`src/rtl/mac_tx_framer_if.sv`:
```
// Payload byte stream into the framer and GMII-style transmit bus out of it.
// The master side is the upstream source and bus observer. The slave side is the framer.
interface mac_tx_framer_if;
    logic       in_valid;
    logic [7:0] in_data;
    logic       in_last;
    logic       in_ready;
    logic       tx_enable;
    logic [7:0] tx_data;
    logic       tx_error;
    logic       busy;
    logic       frame_done;

    modport master (
        output in_valid, in_data, in_last,
        input  in_ready, tx_enable, tx_data, tx_error, busy, frame_done
    );

    modport slave (
        input  in_valid, in_data, in_last,
        output in_ready, tx_enable, tx_data, tx_error, busy, frame_done
    );
endinterface

```
`src/rtl/mac_tx_framer.sv`:
```
// Ethernet MAC transmit framer: preamble, SFD, payload, zero pad, FCS, inter-frame gap.
// Also contains crc32, the reflected IEEE 802.3 CRC that the framer uses for the FCS.

// Byte-wide reflected CRC-32 (poly 0xEDB88320, init all-ones, result inverted).
module crc32 (
    input  logic        clock,
    input  logic        clear,
    input  logic        enable,
    input  logic [7:0]  data,
    output logic [31:0] result
);
    logic [31:0] r_crc;

    function automatic logic [31:0] crc_byte(input logic [31:0] c, input logic [7:0] d);
        logic [31:0] v;
        v = c ^ {24'h000000, d};
        for (int unsigned i = 0; i < 8; i++) begin
            v = v[0] ? ((v >> 1) ^ 32'hEDB88320) : (v >> 1);
        end
        return v;
    endfunction

    // CRC register: clear has priority over accumulating a byte.
    always_ff @(posedge clock) begin
        if (clear) begin
            r_crc <= '1;
        end else if (enable) begin
            r_crc <= crc_byte(r_crc, data);
        end
    end

    assign result = ~r_crc;
endmodule

module mac_tx_framer #(
    parameter int PREAMBLE_BYTES = 7,
    parameter int MIN_DATA_BYTES = 60,
    parameter int IFG_BYTES      = 12
) (
    input  logic             clock,
    input  logic             reset,
    mac_tx_framer_if.slave   bus
);
    typedef enum logic [2:0] {
        S_IDLE, S_PREAMBLE, S_SFD, S_PAYLOAD, S_PAD, S_FCS, S_IFG
    } state_t;

    localparam logic [10:0] PRE_LAST = 11'(PREAMBLE_BYTES - 1);
    localparam logic [10:0] IFG_LAST = 11'(IFG_BYTES - 1);
    localparam logic [11:0] MIN_LEN  = 12'(MIN_DATA_BYTES);

    state_t      r_state, w_state_nxt;
    logic [10:0] r_cnt, w_cnt_nxt;
    logic [31:0] r_fcs_sr, w_fcs_nxt;
    logic        r_tx_en, w_tx_en_nxt;
    logic [7:0]  r_tx_data, w_tx_data_nxt;
    logic        r_tx_er, w_tx_er_nxt;
    logic        r_done, w_done_nxt;
    logic        r_busy, w_busy_nxt;

    logic        w_crc_clr, w_crc_en;
    logic [7:0]  w_crc_data;
    logic [31:0] w_crc;
    logic [11:0] w_cnt_p1;
    logic [10:0] w_cnt_sat;

    assign w_cnt_p1  = {1'b0, r_cnt} + 12'd1;
    assign w_cnt_sat = (r_cnt == '1) ? r_cnt : r_cnt + 11'd1;

    crc32 u_crc (
        .clock  (clock),
        .clear  (reset | w_crc_clr),
        .enable (w_crc_en),
        .data   (w_crc_data),
        .result (w_crc)
    );

    // The state names the byte being prepared; every wire output is registered, so a
    // state's byte appears one cycle later. The FCS state reads the CRC on its first
    // cycle, after the final payload/pad byte has been folded in.
    always_comb begin
        w_state_nxt   = r_state;
        w_cnt_nxt     = r_cnt;
        w_fcs_nxt     = r_fcs_sr;
        w_tx_en_nxt   = 1'b0;
        w_tx_data_nxt = 8'h00;
        w_tx_er_nxt   = 1'b0;
        w_done_nxt    = 1'b0;
        w_crc_clr     = 1'b0;
        w_crc_en      = 1'b0;
        w_crc_data    = 8'h00;
        case (r_state)
            S_IDLE: begin
                if (bus.in_valid) begin
                    w_state_nxt   = (PREAMBLE_BYTES > 1) ? S_PREAMBLE : S_SFD;
                    w_cnt_nxt     = 11'd1;
                    w_tx_en_nxt   = 1'b1;
                    w_tx_data_nxt = 8'h55;
                end
            end
            S_PREAMBLE: begin
                w_tx_en_nxt   = 1'b1;
                w_tx_data_nxt = 8'h55;
                w_crc_clr     = 1'b1;
                if (r_cnt >= PRE_LAST) begin
                    w_state_nxt = S_SFD;
                    w_cnt_nxt   = '0;
                end else begin
                    w_cnt_nxt = r_cnt + 11'd1;
                end
            end
            S_SFD: begin
                w_tx_en_nxt   = 1'b1;
                w_tx_data_nxt = 8'hD5;
                w_crc_clr     = 1'b1;
                w_state_nxt   = S_PAYLOAD;
                w_cnt_nxt     = '0;
            end
            S_PAYLOAD: begin
                w_tx_en_nxt = 1'b1;
                if (bus.in_valid) begin
                    w_tx_data_nxt = bus.in_data;
                    w_crc_en      = 1'b1;
                    w_crc_data    = bus.in_data;
                    w_cnt_nxt     = w_cnt_sat;
                    if (bus.in_last) begin
                        if (w_cnt_p1 < MIN_LEN) begin
                            w_state_nxt = S_PAD;
                        end else begin
                            w_state_nxt = S_FCS;
                            w_cnt_nxt   = '0;
                        end
                    end
                end else begin
                    w_tx_er_nxt = 1'b1;
                    w_state_nxt = S_IFG;
                    w_cnt_nxt   = '0;
                end
            end
            S_PAD: begin
                w_tx_en_nxt = 1'b1;
                w_crc_en    = 1'b1;
                if (w_cnt_p1 >= MIN_LEN) begin
                    w_state_nxt = S_FCS;
                    w_cnt_nxt   = '0;
                end else begin
                    w_cnt_nxt = w_cnt_sat;
                end
            end
            S_FCS: begin
                w_tx_en_nxt = 1'b1;
                if (r_cnt == 11'd0) begin
                    w_tx_data_nxt = w_crc[7:0];
                    w_fcs_nxt     = {8'h00, w_crc[31:8]};
                end else begin
                    w_tx_data_nxt = r_fcs_sr[7:0];
                    w_fcs_nxt     = {8'h00, r_fcs_sr[31:8]};
                end
                if (r_cnt == 11'd3) begin
                    w_done_nxt  = 1'b1;
                    w_state_nxt = S_IFG;
                    w_cnt_nxt   = '0;
                end else begin
                    w_cnt_nxt = r_cnt + 11'd1;
                end
            end
            S_IFG: begin
                if (r_cnt >= IFG_LAST) begin
                    w_state_nxt = S_IDLE;
                    w_cnt_nxt   = '0;
                end else begin
                    w_cnt_nxt = r_cnt + 11'd1;
                end
            end
            default: begin
                w_state_nxt = S_IDLE;
                w_cnt_nxt   = '0;
            end
        endcase
        w_busy_nxt = (w_state_nxt != S_IDLE);
    end

    // State, counters and registered bus outputs.
    always_ff @(posedge clock) begin
        if (reset) begin
            r_state   <= S_IDLE;
            r_cnt     <= '0;
            r_fcs_sr  <= '0;
            r_tx_en   <= 1'b0;
            r_tx_data <= '0;
            r_tx_er   <= 1'b0;
            r_done    <= 1'b0;
            r_busy    <= 1'b0;
        end else begin
            r_state   <= w_state_nxt;
            r_cnt     <= w_cnt_nxt;
            r_fcs_sr  <= w_fcs_nxt;
            r_tx_en   <= w_tx_en_nxt;
            r_tx_data <= w_tx_data_nxt;
            r_tx_er   <= w_tx_er_nxt;
            r_done    <= w_done_nxt;
            r_busy    <= w_busy_nxt;
        end
    end

    assign bus.in_ready   = (r_state == S_PAYLOAD);
    assign bus.tx_enable  = r_tx_en;
    assign bus.tx_data    = r_tx_data;
    assign bus.tx_error   = r_tx_er;
    assign bus.busy       = r_busy;
    assign bus.frame_done = r_done;
endmodule

```
`src/flat_wrapper.sv`:
```
// flat-port wrapper written by rule: the top's interface ports become plain ports
module mac_tx_framer_flat 
#(
    parameter int PREAMBLE_BYTES = 7,
    parameter int MIN_DATA_BYTES = 60,
    parameter int IFG_BYTES      = 12
)
  (clock, reset, bus_in_valid, bus_in_data, bus_in_last, bus_in_ready, bus_tx_enable, bus_tx_data, bus_tx_error, bus_busy, bus_frame_done);
  mac_tx_framer_if bus_i ();
  input  logic clock;
  input  logic reset;
  input wire logic [$bits(bus_i.in_valid)-1:0] bus_in_valid;
  input wire logic [$bits(bus_i.in_data)-1:0] bus_in_data;
  input wire logic [$bits(bus_i.in_last)-1:0] bus_in_last;
  output wire logic [$bits(bus_i.in_ready)-1:0] bus_in_ready;
  output wire logic [$bits(bus_i.tx_enable)-1:0] bus_tx_enable;
  output wire logic [$bits(bus_i.tx_data)-1:0] bus_tx_data;
  output wire logic [$bits(bus_i.tx_error)-1:0] bus_tx_error;
  output wire logic [$bits(bus_i.busy)-1:0] bus_busy;
  output wire logic [$bits(bus_i.frame_done)-1:0] bus_frame_done;
  assign bus_i.in_valid = bus_in_valid;
  assign bus_i.in_data = bus_in_data;
  assign bus_i.in_last = bus_in_last;
  assign bus_in_ready = bus_i.in_ready;
  assign bus_tx_enable = bus_i.tx_enable;
  assign bus_tx_data = bus_i.tx_data;
  assign bus_tx_error = bus_i.tx_error;
  assign bus_busy = bus_i.busy;
  assign bus_frame_done = bus_i.frame_done;
  mac_tx_framer #(.PREAMBLE_BYTES(PREAMBLE_BYTES), .MIN_DATA_BYTES(MIN_DATA_BYTES), .IFG_BYTES(IFG_BYTES)) u_core (.clock(clock), .reset(reset), .bus(bus_i));
endmodule
```
`config.mk`:
```
export PLATFORM = sky130hd
export DESIGN_NAME = mac_tx_framer_flat
export DESIGN_NICKNAME = d
export VERILOG_FILES = /design/src/rtl/mac_tx_framer_if.sv /design/src/rtl/mac_tx_framer.sv /design/src/flat_wrapper.sv
export SDC_FILE = /design/constraint.sdc
export NUM_CORES = 1
export LEC_CHECK = 0
export BUFFER_PORTS_ARGS = -buffer_cell sky130_fd_sc_hd__buf_2
export CAP_MARGIN = 0
export CORE_UTILIZATION = 51
export DETAILED_ROUTE_END_ITERATION = 12
export PLACE_DENSITY = 0.68
export SLEW_MARGIN = 20
export SYNTH_ARGS = -nofsm -noshare
export SYNTH_HDL_FRONTEND = slang
export SYNTH_SLANG_ARGS = --single-unit
```
`constraint.sdc`:
```
create_clock -name clock -period 6.8 [get_ports clock]
set_clock_uncertainty 0.1 [all_clocks]
set_input_delay 1.36 -clock clock [delete_from_list [all_inputs] [get_ports clock]]
set_output_delay 1.36 -clock clock [all_outputs]
set_load 0.005 [all_outputs]
```
=== Word level (Yosys, flattened, before mapping) ===
Cells that the tools add are included.

* Register bits after elaboration: 90
* Logic and storage cells: 83

* Add/sub/neg operators: 2
* Magnitude comparators: 4
* Equal/unequal tests: 9
* Muxes and demuxes: 39
* Bitwise logic cells: 13
* Reduce and logical (&&, ||, !) cells: 7

{| class="wikitable"
|+ Operators by type and width
! operator !! number
|-
| 32-bit two-way mux || 8
|-
| 13-bit inverter with 14-bit output || 8
|-
| 11-bit two-way mux || 9
|-
| 11-bit one-hot mux with 6 select lines || 1
|-
| 8-bit one-hot mux with 5 select lines || 1
|-
| 32-bit inverter || 1
|-
| 32-bit by 8-bit bitwise XOR with 32-bit output || 1
|-
| 24-bit two-way mux || 1
|-
| 8-bit two-way mux || 3
|-
| 3-bit two-way mux || 7
|-
| 3-bit one-hot mux with 7 select lines || 1
|-
| 11-bit by 1-bit adder with 12-bit output, second input constant || 1
|-
| 12-bit by 6-bit >= comparator with 1-bit output, second input constant || 1
|-
| 12-bit by 6-bit < comparator with 1-bit output, second input constant || 1
|-
| 11-bit by 1-bit adder with 11-bit output, second input constant || 1
|-
| 11-bit equality test, second input constant || 1
|-
| 11-bit by 2-bit equality test with 1-bit output, second input constant || 1
|-
| 11-bit by 3-bit >= comparator with 1-bit output, second input constant || 1
|-
| 11-bit by 4-bit >= comparator with 1-bit output, second input constant || 1
|-
| 11-bit logical NOT || 1
|-
| 3-bit equality test, second input constant || 3
|-
| 7-bit two-way mux || 1
|-
| 3-bit by 2-bit equality test with 1-bit output, second input constant || 2
|-
| 2-bit OR reduction || 3
|-
| 9 further kinds || 15
|}

=== Logic depth before layout (Yosys ltp) ===
Gate-level depths: netlist of the first run.

* Word-level depth: 19
* Gate-level depth with buffers: 9
* Depth with buffers taken out: 8

=== Modules after synthesis ===
Synthesis of the first run repeated with hierarchy kept, for this count alone.

* Cell total of the unflattened synthesis: 551
* Area total of the unflattened synthesis: 4855.9 µm²

{| class="wikitable"
|+ By module, submodules not included
! module !! times used !! cells an instance !! area each (µm²) !! sequential area each (µm²)
|-
| mac_tx_framer || 1 || 342 || 2887.8 || 1001.0
|-
| crc32 || 1 || 209 || 1968.1 || 640.6
|}

=== Least setup slack after synthesis of the first run ===
Ideal clock, no wire load.

* Kind: input -> register
* Start: in bus_in_valid
* End: reg u_core.u_crc.r_crc[4]
* Setup time: 0.148 ns
* Data arrival time: 2.869 ns
* Required time: 6.552 ns
* Setup slack: 3.683 ns
* Stages on the path: 8
* Cell sequence: and4b_1 clkbuf_1 nand2_1 xor2_4 xor2_2 xnor2_1 xnor2_1 a21oi_1

* Cells in the longest elaborated chain, start to end: 13
* Elaborated cells on any way between the ends: 16

{| class="wikitable"
|+ Ends and longest elaborated chain
! what !! RTL line !! source
|-
| from (decl) || flat_wrapper.sv:12 || <nowiki>input wire logic [$bits(bus_i.in_valid)-1:0] bus_in_valid;</nowiki>
|-
| 8-bit two-way mux || mac_tx_framer.sv:121 || <nowiki>if (bus.in_valid) begin</nowiki>
|-
| 8-bit two-way mux || mac_tx_framer.sv:92 || <nowiki>case (r_state)</nowiki>
|-
| 32-bit by 8-bit bitwise XOR with 32-bit output || mac_tx_framer.sv:16 || <nowiki>v = c ^ {24'h000000, d};</nowiki>
|-
| 32-bit two-way mux (3 in a row) || mac_tx_framer.sv:18 || <nowiki>v = v[0] ? ((v >> 1) ^ 32'hEDB88320) : (v >> 1);</nowiki>
|-
| 13-bit inverter with 14-bit output (no source line) || - ||
|-
| 32-bit two-way mux (3 in a row) || mac_tx_framer.sv:18 ||
|-
| 13-bit inverter with 14-bit output (no source line) || - ||
|-
| 32-bit two-way mux (2 in a row) || mac_tx_framer.sv:18 ||
|-
| to (signal assigned) || mac_tx_framer.sv:28 || <nowiki>r_crc <= crc_byte(r_crc, data);</nowiki>
|-
| to (decl) || mac_tx_framer.sv:12 || <nowiki>logic [31:0] r_crc;</nowiki>
|}

Several ways; a longest one is shown, not always the timed one.
A chain may end at the register's enable or synchronous reset.

=== Final worst setup path of the first run ===
* Start: in bus_in_valid
* End: reg u_core.u_crc.r_crc[25]

* Cells in the longest elaborated chain, start to end: 15
* Elaborated cells on any way between the ends: 18

{| class="wikitable"
|+ Ends and longest elaborated chain
! what !! RTL line
|-
| 8-bit two-way mux || mac_tx_framer.sv:121
|-
| 8-bit two-way mux || mac_tx_framer.sv:92
|-
| 32-bit by 8-bit bitwise XOR with 32-bit output || mac_tx_framer.sv:16
|-
| 32-bit two-way mux (2 in a row) || mac_tx_framer.sv:18
|-
| 13-bit inverter with 14-bit output (no source line) || -
|-
| 32-bit two-way mux || mac_tx_framer.sv:18
|-
| 13-bit inverter with 14-bit output (no source line) || -
|-
| 32-bit two-way mux (2 in a row) || mac_tx_framer.sv:18
|-
| 13-bit inverter with 14-bit output (no source line) || -
|-
| 32-bit two-way mux || mac_tx_framer.sv:18
|-
| 13-bit inverter with 14-bit output (no source line) || -
|-
| 32-bit two-way mux (2 in a row) || mac_tx_framer.sv:18
|}

Several ways; a longest one is shown, not always the timed one.

==> impl_metrics.yaml, run 1 <==
place:
  placed_area_mm2: 0.004716
  gp_congestion: 0.8553
  hpwl_mm: 7.228
  io_buffers: 24
synth:
  syn_inst: 552
  syn_area_mm2: 0.004547
  async_flop_share_pct: 0
  synth-compound-area-share_pct: 18.13
  yosysWarnings: 0
  yosys.area_share.adder_pct: 0.8255
  synth_nets: 567
  synth_top_family_by_area: "simple AND/OR/NAND/NOR gates"
  ys_seq_area_share_pct: 36.10
  syn_avg_cell_area_um2: 8.237
  synth_edf_count: 0
  yosys.area_share.xor_xnor_pct: 18.35
  ys.flop_type: "dfxtp_1"
  yosysUniqueCellTypes: 51
  yosys_register_bits: 82
  muxShareOfSynthArea_pct: 0.7430
  yosys.area_share.simple_pct: 22.21
clocking:
  clock_latency_ps: 370
  clkTransAtPathRegs_ps: 80
  ctsHoldBuffers: 0
  cts_max_level: 3
  cts.sinks: 82
  cts_tree: "built"
  root_buffer: "clkbuf_8"
  clockBufferDepth: 2
  cts_setup_buffers: 0
  numCtsBuffers: 9
  cts_resized: 0
worst_setup_path:
  max_stage_delay_ps: 580
  r2r-start: "u_core.r_cnt[8]"
  crit_arrival_ps: 3660
  cp_cell_sequence: "buf_2 -> and4b_1 -> nand2_1 -> xor2_4 -> xor2_2 -> xor2_1 -> xnor2_1 -> o211ai_1"
  worstSetupEndpointType: "flip-flop"
  startpoint_type: "primary input"
  crit_path_top_delay_cell: "and4b_1"
  crit_fanout: 15
  setup.worst_path.start: "bus_in_valid"
  crit_type: "in2reg"
  required_ps: 6930
power:
  p_clk_share_pct: 43.2
  p_switching_mw: 0.2428
  finalPower_mw: 0.9657
  pwr-share-seq_pct: 50.5
  p_sw_share_pct: 25.14
  vdd_drop_max_uv: 124.7
  p_leak_nw: 1.823
  p_comb_share_pct: 6.3
  cellPowerDensity_mw_per_mm2: 195.0
  intPower_mw: 0.7230
final_layout:
  fin_area_mm2: 0.004952
  regArea_mm2: 0.001642
  syn_to_final_growth_pct: 8.916
  diodes: 0
  multi_input_area_mm2: 0.002765
  drive_above_1_share_pct: 12.66
  nets: 571
  n_fill_cell: 820
floorplan:
  core-area_mm2: 0.008678
  fp.dieArea_mm2: 0.009297
  die_h_um: 96.42
  io_pins: 25
  fp.dieW_um: 96.42
  rows: 34
  start_util_pct: 52.39
worst_hold_path:
  min_from: "u_core.r_fcs_sr[13]"
  hold_class: "reg2reg"
drt:
  wl_mm: 10.58
  ant_nets: 0
  post_drt_via_cell_ratio: 5.673
  vias: 3795
  detail_route.wl_per_cell_um: 15.81
  drtIter0Drc: 175
  firstDrtPassIters: 9
  drc: 2
sta:
  hold_viol_final: 0
  tightestPinTransition_ps: 1026
  finalCritPeriodShare_pct: 51.99
  relSlewSlack_pct: 31.62
  rsz0062_at_grt: "false"
  fmax_ghz: 0.2829
  finalCriticalPeriod_ps: 3535
  setup_viol: 0
  hold-worst-slack_ps: 367.1
  finalSetupTns_ps: 0
  slew_viol_final: 0
global_route:
  antenna_found_initial: 0
  grt_pass1_vias: 3330
  grt_overflow: 0
  grt_use_total_pct: 23.70
  grt_max_degree: 57
  grt_pass1_wl_mm: 16.62
run_status:
  status: "finished with violations"
  failed_checks: "DRC"
job:
  maxCapViolCount: 0
## stage by stage
stage,setup slack (ps),util [%],instances
2_1_floorplan,3683,-,552
3_3_place_gp,2976,54.34,653
3_5_place_dp,2915,54.34,653
4_1_cts,3283,57.04,669
5_1_grt,3069,57.06,669
6_report,3265,57.06,669
## cells by family after synthesis
logic type,after synthesis
multiplexers,2
XOR/XNOR,88
adder cells (fa/ha/maj),3
AO/OA/AOI/OAI,119
AND/OR/NAND/NOR,217
buffers and inverters,41
flip-flops,82
## state kept, by name (all words and copies together) (netlist names)
name	cells
u_core.u_crc.r_crc	32
u_core.r_fcs_sr	24
u_core.r_cnt	11
u_core.bus.tx_data	8
u_core.r_state	3
u_core.bus.busy	1
u_core.bus.frame_done	1
u_core.bus.tx_enable	1
u_core.bus.tx_error	1
## power groups by stage
stage | clock [mW] | sequential, mW | combinational, mW
after floorplan | 0 | 0.498 | 0.0418
after global placement | 0 | 0.499 | 0.0604
after detailed placement | 0 | 0.499 | 0.0609
after CTS | 0.424 | 0.488 | 0.0611
after global routing | 0.444 | 0.489 | 0.0675
final | 0.417 | 0.488 | 0.0611
## per-layer routing
metal	wire length, um	GRT usage [%]
met3	456	3.678
met5	0	0
met2	4733	37.00
met1	5212	32.79
met4	176	9.314
## cells in the final DEF, fill, tap and decap left out, drive strengths merged, types with 2 or more instances in the layout
| cell | synthesis | layout |
|---|---|---|
| a211oi | 15 | 15 |
| a21o | 7 | 7 |
| a21oi | 34 | 34 |
| a221oi | 6 | 6 |
| a22oi | 4 | 4 |
| a31oi | 7 | 7 |
| and2 | 4 | 4 |
| and3 | 2 | 2 |
| and4 | 2 | 2 |
| buf | 7 | 29 |
| bufinv | 0 | 2 |
| clkbuf | 29 | 10 |
| dfxtp | 82 | 82 |
| ha | 3 | 3 |
| inv | 5 | 7 |
| nand2 | 74 | 74 |
| nand2b | 5 | 5 |
| nand3 | 9 | 9 |
| nand3b | 2 | 2 |
| nand4 | 5 | 5 |
| nor2 | 65 | 65 |
| nor2b | 6 | 6 |
| nor3 | 27 | 27 |
| nor4 | 10 | 10 |
| o211ai | 19 | 19 |
| o21ai | 20 | 20 |
| o31ai | 3 | 3 |
| xnor2 | 56 | 56 |
| xor2 | 32 | 32 |
## worst max-delay path: cells and delay by family
kind	cells	cell delay, ps
AOI/OAI and AO/OA	1	100
xor gates and xnor gates	4	1110
buffers and inverters	1	230
and+or+nand+nor	2	850
## final timing paths
| kind | endpoint | slack, ps | depth (start not counted) |
|---|---|---|---|
| worst max-delay path | u_core.u_crc.r_crc[25] | 3260 | 8 |
| worst min-delay path | u_core.r_fcs_sr[13] | 370 | 2 |
| worst max register to register | u_core.bus.tx_data[4] | 3420 | 6 |
| worst min register to register | u_core.r_fcs_sr[13] | 370 | 2 |
## Yosys cell counts, drive strengths merged, types with 3 or more instances
cell	n	area, um^2
a211oi	15	112.6
a31oi	7	43.79
nand4	5	31.28
xnor2	56	505.5
dfxtp	82	1642
nand2b	5	31.28
nor4	10	62.56
inv	5	18.77
and2	4	27.53
xor2	32	329.1
nor2	65	251.5
nand3	9	45.04
o31ai	3	36.28
nor3	27	135.1
clkbuf	29	108.9
a22oi	4	30.03
nand2	74	277.8
o211ai	19	142.6
nor2b	6	37.54
a21o	7	52.55
buf	7	37.53
a221oi	6	90.09
ha	3	37.54
a21oi	34	181.4
o21ai	20	100.1
## area by class of cell
class / count / area share [%]
Clock buffer: 10 / 2.779
Clock inverter: 6 / 1.945
Inverter: 5 / 0.3790
Multi-Input combinational cell: 429 / 55.84
Sequential cell: 82 / 33.15
Tap cell: 108 / 2.729
Timing Repair Buffer: 29 / 3.183
(Power assumes the default switching activity.)
==> run 2, diff against run 1 <==
Settings changed: PLACE_DENSITY 0.68 to 0.71.
Clock period 6.8 ns to 2.9 ns, I/O delays scaled along.
==> run 2 against run 1 <==
First-iteration DRC count increased by 1.7%. Via count grew 2.9%. The run now ends clean. Total power rose by 140%. Flip-flop and latch count stayed put. Non-clock buffer count rose by 18. Final cell count rose by 2.7%. Clock power is 140% higher. Sequential power is 130% higher. Largest power group unchanged.
==> impl_metrics.yaml, run 2 (synthesis results as in run 1) <==
global_route:
  grt_pass1_vias: 3350
  grt_use_total_pct: 24.11
  grt_overflow: 0
  grt_pass1_wl_mm: 16.95
  antenna_found_initial: 0
  grt_max_degree: 57
clocking:
  numCtsBuffers: 9
  cts_max_level: 3
  cts_tree: "built"
  ctsHoldBuffers: 0
  cts_setup_buffers: 0
  cts.sinks: 82
  clockBufferDepth: 2
  root_buffer: "clkbuf_8"
  clock_latency_ps: 350
  clkTransAtPathRegs_ps: 90
  cts_resized: 0
sta:
  tightestPinTransition_ps: 1011
  rsz0062_at_grt: "false"
  relSlewSlack_pct: 32.08
  finalSetupTns_ps: 0
  finalCritPeriodShare_pct: 90.84
  fmax_ghz: 0.3796
  setup_viol: 0
  finalCriticalPeriod_ps: 2634
  hold_viol_final: 0
  slew_viol_final: 0
job:
  maxCapViolCount: 0
floorplan:
  fp.dieW_um: 96.42
  die_h_um: 96.42
  start_util_pct: 52.39
  fp.dieArea_mm2: 0.009297
  io_pins: 25
  core-area_mm2: 0.008678
  rows: 34
final_layout:
  top_register: "u_core.u_crc.r_crc"
  syn_to_final_growth_pct: 12.11
  reg_top3: "u_core.u_crc.r_crc x32, u_core.r_fcs_sr x24, u_core.r_cnt x11"
  largest_register_ffs: 32
  final_core_util_pct: 58.74
  final_cell_mix: "dfxtp_1 (82), nand2_1 (74), nor2_1 (64), xnor2_1 (54), a21oi_1 (32)"
  drive_above_1_share_pct: 14.85
  n_fill_cell: 809
  layout_commonest_cell: "dfxtp_1"
  final_cells: 687
  diodes: 0
  nets: 589
drt:
  ant_nets: 0
  detail_route.wl_per_cell_um: 15.83
  firstDrtPassIters: 5
  drc: 0
  drtIter0Drc: 178
  wl_mm: 10.88
  post_drt_via_cell_ratio: 5.686
  vias: 3906
worst_setup_path:
  required_ps: 3070
  crit_path_top_delay_cell: "nor4b_2"
  max_stage_delay_ps: 510
  worstSetupEndpointType: "flip-flop"
  startpoint_type: "flip-flop"
  crit_arrival_ps: 2800
  crit_fanout: 7
  crit_type: "reg2reg"
  cp_cell_sequence: "or3_1 -> nor4b_2 -> a31oi_1 -> o31ai_4 -> nor2_4 -> a221oi_2"
power:
  cellPowerDensity_mw_per_mm2: 450.1
  p_comb_share_pct: 7.1
  p_sw_share_pct: 23.38
  pwr-share-seq_pct: 49.6
  intPower_mw: 1.758
  p_switching_mw: 0.5363
  p_leak_nw: 1.918
  vdd_drop_max_uv: 220.3
  p_clk_share_pct: 43.3
place:
  io_buffers: 24
  gp_congestion: 0.9085
  hpwl_mm: 7.594
  dp_cells: 671
run_status:
  status: "finished clean"
worst_hold_path:
  hold_class: "reg2reg"
-- run 2: final timing paths --
| kind | start | endpoint | slack [ps] | cells past startpoint |
|---|---|---|---|---|
| worst max-delay path | u_core.r_cnt[8] | u_core.r_cnt[8] | 270 | 6 |
| worst min-delay path | u_core.r_fcs_sr[14] | u_core.r_fcs_sr[14] | 370 | 2 |
| worst max register to register | u_core.r_cnt[8] | u_core.r_cnt[8] | 270 | 6 |
| worst min register to register | u_core.r_fcs_sr[14] | u_core.r_fcs_sr[14] | 370 | 2 |
-- run 2: critical path: cells and delay by family, from the launching register on --
family             cells  cell delay [ps]
DFF                    1              380
AOI/OAI and AO/OA      3              970
and+or+nand+nor        3             1080
-- run 2: final cells by class --
cell class	instances	area [um^2]	area share, %
tap	108	135.1	2.651
clock buffer	11	131.4	2.577
inverter	5	18.77	0.3682
multi-input combinational	429	2763	54.20
sequential	82	1642	32.20
timing repair buffer	47	305.3	5.989
clock inverter	5	102.6	2.013
-- run 2: per-stage QoR --
step / instance area (um^2) / hold WS (ps) / power (mW) / setup slack [ps]
floorplan: 4547 / 332.7 / 1.265 / 526.1
global placement: 4863 / 348.1 / 1.324 / 296.7
detailed placement: 4863 / 362.4 / 1.325 / 273.7
CTS: 5097 / 374.2 / 2.305 / 298.3
global route: 5097 / 398.2 / 2.364 / 66.83
finish: 5097 / 369.4 / 2.294 / 265.6
-- run 2: per-layer routing --
layer | part of all wire, % | global-route usage (%)
met5 | 0 | 0
met4 | 1.1 | 5.882
met3 | 4.5 | 5.712
met2 | 45 | 37.71
met1 | 49 | 33.48
-- run 2: power by group through the flow --
stage               Sequential [mW]  Clock (mW)  Combinational (mW)
global placement               1.16           0               0.160
floorplan                      1.17           0              0.0981
CTS                            1.14        1.01               0.162
finish                         1.14       0.993               0.163
global route                   1.14        1.05               0.178
detailed placement             1.16           0               0.161
